### config.mk
export PLATFORM = sky130hd
export DESIGN_NAME = decodificador7seg
export DESIGN_NICKNAME = d
export VERILOG_FILES = /design/src/rtl/decodificador7seg.sv
export SDC_FILE = /design/constraint.sdc
export NUM_CORES = 1
export LEC_CHECK = 0
export ABC_CLOCK_PERIOD_IN_PS = 4900
export BUFFER_PORTS_ARGS = -buffer_cell sky130_fd_sc_hd__buf_2
export CAP_MARGIN = 10
export CORE_MARGIN = 2
export CORE_UTILIZATION = 59
export DETAILED_ROUTE_END_ITERATION = 6
export GPL_TIMING_DRIVEN = 0
export PLACE_DENSITY = 0.78
export RECOVER_POWER = 25
export SETUP_SLACK_MARGIN = 0.5
export SYNTH_ARGS = -nofsm -noshare
export SYNTH_HDL_FRONTEND = slang
export SYNTH_SLANG_ARGS = --single-unit
### constraint.sdc
create_clock -name clock -period 4.9 [get_ports clock]
set_input_delay 0.245 -clock clock [delete_from_list [all_inputs] [get_ports clock]]
set_output_delay 0.245 -clock clock [all_outputs]
set_load 0.02 [all_outputs]
### src/rtl/decodificador7seg.sv
// rtl/decodificador7seg.sv - 7-segment display bus receiver: glyphs back to an 8-bit value
// Optional error counter: DECODIF7SEG_CONT_ERROS_EN
module decodificador7seg #(
  parameter int ESTAVEL     = 1,
  parameter int BRANCO_ZERO = 0
) (
  input  logic        clock,
  input  logic        zera_as_n,
  input  logic [11:0] display,
  output logic [7:0]  numero,
  output logic        pronto,
  output logic        erro,
  output logic [7:0]  erros
);

  localparam logic [1:0] ESPERA_D0 = 2'd0;
  localparam logic [1:0] ESPERA_D1 = 2'd1;
  localparam logic [1:0] ESPERA_D2 = 2'd2;
  localparam logic [1:0] CALCULA   = 2'd3;
  localparam logic [3:0] EST       = 4'(ESTAVEL);

  logic [11:0] amostra_q, anterior_q;
  logic [3:0]  cnt_q, cnt_d;
  logic [1:0]  estado_q, estado_d;
  logic [3:0]  uni_q, uni_d, dez_q, dez_d, cen_q, cen_d;
  logic [7:0]  numero_q, numero_d;
  logic        pronto_q, pronto_d, erro_q, erro_d;

  logic        mudou, captura, ocioso, ilegal, glifo_ok, branco, digito_ok, erro_cap, calc;
  logic [1:0]  digito, base, esperado;
  logic [3:0]  bcd;
  logic [9:0]  valor;

  always_comb begin
    mudou   = (amostra_q != anterior_q);
    cnt_d   = mudou ? 4'd1 : ((cnt_q == EST) ? cnt_q : cnt_q + 4'd1);
    // Capture once per run: only on the cycle the run length first hits EST.
    captura = (cnt_d == EST) && (mudou || (cnt_q != EST));
  end

  always_comb begin
    ocioso = 1'b0;
    ilegal = 1'b0;
    digito = 2'd0;
    case (amostra_q[11:8])
      4'b1110: digito = 2'd0;
      4'b1101: digito = 2'd1;
      4'b1011: digito = 2'd2;
      4'b0111: digito = 2'd3;
      4'b1111: ocioso = 1'b1;
      default: ilegal = 1'b1;
    endcase
    glifo_ok = 1'b1;
    branco   = 1'b0;
    bcd      = 4'd0;
    case (amostra_q[6:0])
      7'h40: bcd = 4'd0;
      7'h79: bcd = 4'd1;
      7'h24: bcd = 4'd2;
      7'h30: bcd = 4'd3;
      7'h19: bcd = 4'd4;
      7'h12: bcd = 4'd5;
      7'h02: bcd = 4'd6;
      7'h78: bcd = 4'd7;
      7'h00: bcd = 4'd8;
      7'h10: bcd = 4'd9;
      7'h7F: branco = 1'b1;
      default: glifo_ok = 1'b0;
    endcase
  end

  always_comb begin
    calc      = (estado_q == CALCULA);
    base      = calc ? ESPERA_D0 : estado_q;
    esperado  = (base == ESPERA_D1) ? 2'd1 : 2'd2;
    digito_ok = glifo_ok && (!branco || ((digito != 2'd0) && (BRANCO_ZERO != 0)));
    estado_d  = base;
    uni_d     = uni_q;
    dez_d     = dez_q;
    cen_d     = cen_q;
    erro_cap  = 1'b0;
    if (captura && !ocioso) begin
      if (ilegal) begin
        erro_cap = 1'b1;
        estado_d = ESPERA_D0;
      end else if (digito == 2'd3) begin
        if (!branco) begin
          erro_cap = 1'b1;
          estado_d = ESPERA_D0;
        end
      end else if (base == ESPERA_D0) begin
        // While hunting for the ones digit, tens/hundreds are skipped silently.
        if (digito == 2'd0) begin
          if (glifo_ok && !branco) begin
            uni_d    = bcd;
            estado_d = ESPERA_D1;
          end else begin
            erro_cap = 1'b1;
          end
        end
      end else if ((digito == esperado) && digito_ok) begin
        if (base == ESPERA_D1) begin
          dez_d    = bcd;
          estado_d = ESPERA_D2;
        end else begin
          cen_d    = bcd;
          estado_d = CALCULA;
        end
      end else begin
        erro_cap = 1'b1;
        if ((digito == 2'd0) && glifo_ok && !branco) begin
          uni_d    = bcd;
          estado_d = ESPERA_D1;
        end else begin
          estado_d = ESPERA_D0;
        end
      end
    end
  end

  always_comb begin
    valor    = 10'(cen_q) * 10'd100 + 10'(dez_q) * 10'd10 + 10'(uni_q);
    pronto_d = calc && (valor <= 10'd255);
    // The CALCULA outcome owns the pulse slot; a coincident capture error is dropped.
    erro_d   = calc ? (valor > 10'd255) : erro_cap;
    numero_d = pronto_d ? valor[7:0] : numero_q;
  end

  always_ff @(posedge clock or negedge zera_as_n) begin
    if (!zera_as_n) begin
      amostra_q  <= 12'hFFF;
      anterior_q <= 12'hFFF;
      cnt_q      <= 4'd0;
      estado_q   <= ESPERA_D0;
      uni_q      <= 4'd0;
      dez_q      <= 4'd0;
      cen_q      <= 4'd0;
      numero_q   <= 8'd0;
      pronto_q   <= 1'b0;
      erro_q     <= 1'b0;
    end else begin
      amostra_q  <= display;
      anterior_q <= amostra_q;
      cnt_q      <= cnt_d;
      estado_q   <= estado_d;
      uni_q      <= uni_d;
      dez_q      <= dez_d;
      cen_q      <= cen_d;
      numero_q   <= numero_d;
      pronto_q   <= pronto_d;
      erro_q     <= erro_d;
    end
  end

`ifdef DECODIF7SEG_CONT_ERROS_EN
  logic [7:0] erros_q, erros_d;
  always_comb begin
    erros_d = (erro_d && (erros_q != 8'hFF)) ? erros_q + 8'd1 : erros_q;
  end
  always_ff @(posedge clock or negedge zera_as_n) begin
    if (!zera_as_n) erros_q <= 8'd0;
    else            erros_q <= erros_d;
  end
  assign erros = erros_q;
`else
  assign erros = 8'h00;
`endif

  assign numero = numero_q;
  assign pronto = pronto_q;
  assign erro   = erro_q;

endmodule

==> metrics.md <==
| Metric | Value |
|---|---|
| DP Wirelength | a little over 4000 um |
| GRT Overall Usage | around 20% |
| Critical path required time | ~5.1 ns |
| XOR/XNOR Fraction of Synth Area | 6.23% |
| Yosys top cell area share | 21.7% |
| Critical path class | flop to flop |
| Top_reg_cell synth | dfrtp_1 |
| H-tree levels | 2 |
| Static Leak | ~0.0018 uW |
| Final core occ | 69.4% |
| Final RePlAce weighted congestion | roughly 0.9 |
| Root buffer cell | clkbuf_8 |
| DR DRC count | 0 |
| Total power draw | about 830 uW |
| Sequential share of the synthesized area | between 40% and 50% |
| Unrepaired setup endpoints after global routing | false |
| Period minus WS final | 4.13 ns |
| Number of global-route vias before repair | roughly 2100 |
| Yosys cell types | 57 |
| Max Clk Rate | roughly 0.24 GHz |
| Largest family of logic cells by synthesized area | adder cells |
| Setup TNS | 0 ns |
| Max cap viols | 0 |
| Crit. End Element | flop |
| Worst slew margin | roughly 65% |
| Die X | 78.0 um |
| Asr flop ratio synth | 100% |
| Antenna cell count | 0 |
| Routed WL | 5490 um |
| Adder-Cell Fraction of Synth Area | 14.6% |
| Clk slew on worst S/H paths | roughly 0.09 ns |
| Vias after detailed routing | 2181 |
| Clock Path Buffers | 2 |
| Port bufs | 23 |
| Nets | 372 |
| Finish-stage setup viols | 0 |
| Outcome | finished clean |
| DR pass1 iterations | 4 |
| Cell Area, Synth | 3230 sq um |
| Initial antenna violation count | 0 |
| Area Overhead vs Synth | 11.7% |
| Antenna viol nets, final | 0 |
| Total gr overflow | 0 |
| Largest net degree at the start of global routing | 53 |
| Reg area | 1330 sq um |
| Die Height | 78.0 um |
| Final period utilization | 84.2% |
| Worst Skew | 0.00671 ns |
| Later-pin clock latency in the skew report | roughly 0.3 ns |
| Footprint of the multi-input gates | 1730 sq um |
| Mapped Cells | 285 |
| Crit-path max FO | 9 |
| Compound-gate portion of the synthesized area | 12.3% |
| Final Hold Viols | 0 |
| Via density | roughly 5.5 |
| Pwr dens | ~230 nW/um^2 |
| Worst hold-check path type | input port to flop |
| Placeable core area | 5200 sq um |
| Synth warn | 0 |
| Avg Cell Area, Syn | 11.3 sq um |
| Die area | 6090 sq um |
| Yosys top cell by area | dfrtp_1 |
| First-pass GRT wire length | 9650 um |
| CTS tree | yes |
| Starting Density | 62.1% |
| Final Max Tran Viols | 0 |
| Ratio of cells with drive above 1 in the final layout | 26.2% |
| Area contributors post-synth | dfrtp_1, dfstp_2, ha_1, xor2_1, mux2_2 |
| DRT iter0 DRCs | 72 |
| CP Launch Type | flop |
| Worst Tran Pin Value | between 0.5 and 0.6 ns |
| Num rows | 26 |
| Yosys reg bits | 52 |
| IR drop worst, VDD | 0.000218 V |
| Simple-Gate Fraction of Synth Area | 12.1% |
| Critical Path AT | 4.32 ns |
| Cts bufs inserted | 5 |
| Mux contribution to synthesized area | under 10% |
| Post-CTS setup repair buffer count | 0 |
| CTS Sinks | 52 |
| Post-synth EDFFs | 0 |
| I/O pin cnt | 32 |
| Fillcell total | 392 |
| Wire per inst | 13.9 um |
## final cells by class
cell class / count / share of cell area, %
Tap cell: 70 / 2.43
Multi-Input combinational cell: 202 / 47.8
Clock inverter: 2 / 1.07
Clock buffer: 6 / 2.01
Buffer: 17 / 3.67
Sequential cell: 52 / 36.9
Timing Repair Buffer: 25 / 3.98
Inverter: 21 / 2.18
## logic make-up (layout without fill, tap and decap cells)
logic type                 after synthesis  after routing
muxes                                   20             20
xor gates and xnor gates                23             23
buffers and inverters                   38             71
DFF                                     52             52
and+or+nand+nor                         63             63
adders and majority gates               35             35
other                                    1              8
AOI/OAI and AO/OA                       53             53
## critical path: stages (launching register included)
cell      delay [ns]
dfrtp_1         0.45
ha_1            0.33
ha_1            0.16
inv_1           0.05
fa_1            0.47
inv_1           0.04
ha_1            0.28
ha_1            0.27
clkbuf_1        0.27
nand2_1         0.09
a211oi_1        0.26
or4b_1          0.46
a21oi_1         0.31
a31oi_4         0.22
mux2_2          0.33
## flip-flops by register name (all words and copies together) (netlist names)
register    count
cen_q           4
pronto          1
amostra_q      12
anterior_q     12
uni_q           4
dez_q           4
cnt_q           4
erro            1
numero          8
estado_q        2
## through the flow
stage	std cells	instance area [sq um]	hold WS (ns)	setup WS, ns
after floorplan	292	3260	-0.0506	1.19
after global placement	385	3460	0.349	0.866
after detailed placement	385	3460	0.351	0.770
after CTS	393	3570	0.0168	0.746
after global routing	395	3610	0.00781	0.527
final	395	3610	0.0340	0.773
## cell usage after synthesis, drive strengths merged (2+ instances only)
cell type	number
or4b	2
a211o	2
nand4	4
dfrtp	28
a21oi	14
buf	11
xnor2	6
or2b	2
nand4b	2
or2	2
inv	21
fa	5
clkbuf	6
o21a	2
nand2	7
a31oi	3
nand3b	5
nand3	10
nor3	3
nor4	5
o21bai	2
a2111oi	2
ha	29
o21ai	6
nor2b	2
dfstp	24
nand2b	6
or3	2
nor2	8
a211oi	8
a21o	4
mux2	19
o22ai	5
xor2	17
## repair_timing
action,CTS,global route
hold buffers,0,1
hold endpoints to repair,0,7
endpoints found under the setup margin,0,6
gates resized for setup,0,1
## worst paths after layout
| check | to | depth (start not counted) | from | slack, ns |
|---|---|---|---|---|
| setup reg to reg | numero[1] | 14 | cen_q[0] | 0.77 |
| max in group asynchronous | amostra_q[10] | 3 | zera_as_n | 3.84 |
| hold reg to reg | anterior_q[10] | 0 | amostra_q[10] | 0.36 |
| setup / recovery | numero[1] | 14 | cen_q[0] | 0.77 |
| hold / removal | amostra_q[2] | 1 | display[2] | 0.03 |
| min in group asynchronous | numero[3] | 2 | zera_as_n | 0.41 |
## per-layer routing
| metal | GRT usage [%] | vias up | wire, um |
|---|---|---|---|
| met5 | 0 | - | 0 |
| met4 | 6.67 | 0 | 28 |
| met3 | 3.56 | 2 | 202 |
| met2 | 32.0 | 42 | 2630 |
| met1 | 27.4 | 1065 | 2630 |
| li1 | - | 1072 | - |
## where the power goes
group / leakage [uW] / internal, uW / total (uW) / switching, uW
sequential: 0.000629 / 449 / 458 / 9.83
combinational: 0.00107 / 35.2 / 82.0 / 46.8
clock: 0.0000558 / 154 / 292 / 137
## cell usage in the layout, fill, tap and decap left out, types with 7 or more instances in the layout
| cell | count |
|---|---|
| ha_1 | 29 |
| dfrtp_1 | 28 |
| buf_2 | 22 |
| inv_1 | 21 |
| xor2_1 | 17 |
| dfstp_2 | 16 |
| a21oi_1 | 14 |
| mux2_2 | 11 |
| nand3_1 | 10 |
| buf_4 | 9 |
| nor2_1 | 8 |
| mux2_1 | 8 |
| conb_1 | 8 |
| dfstp_1 | 8 |
| clkbuf_8 | 7 |
| nand2_1 | 7 |
Note: power is estimated with default switching activity, not from simulation.
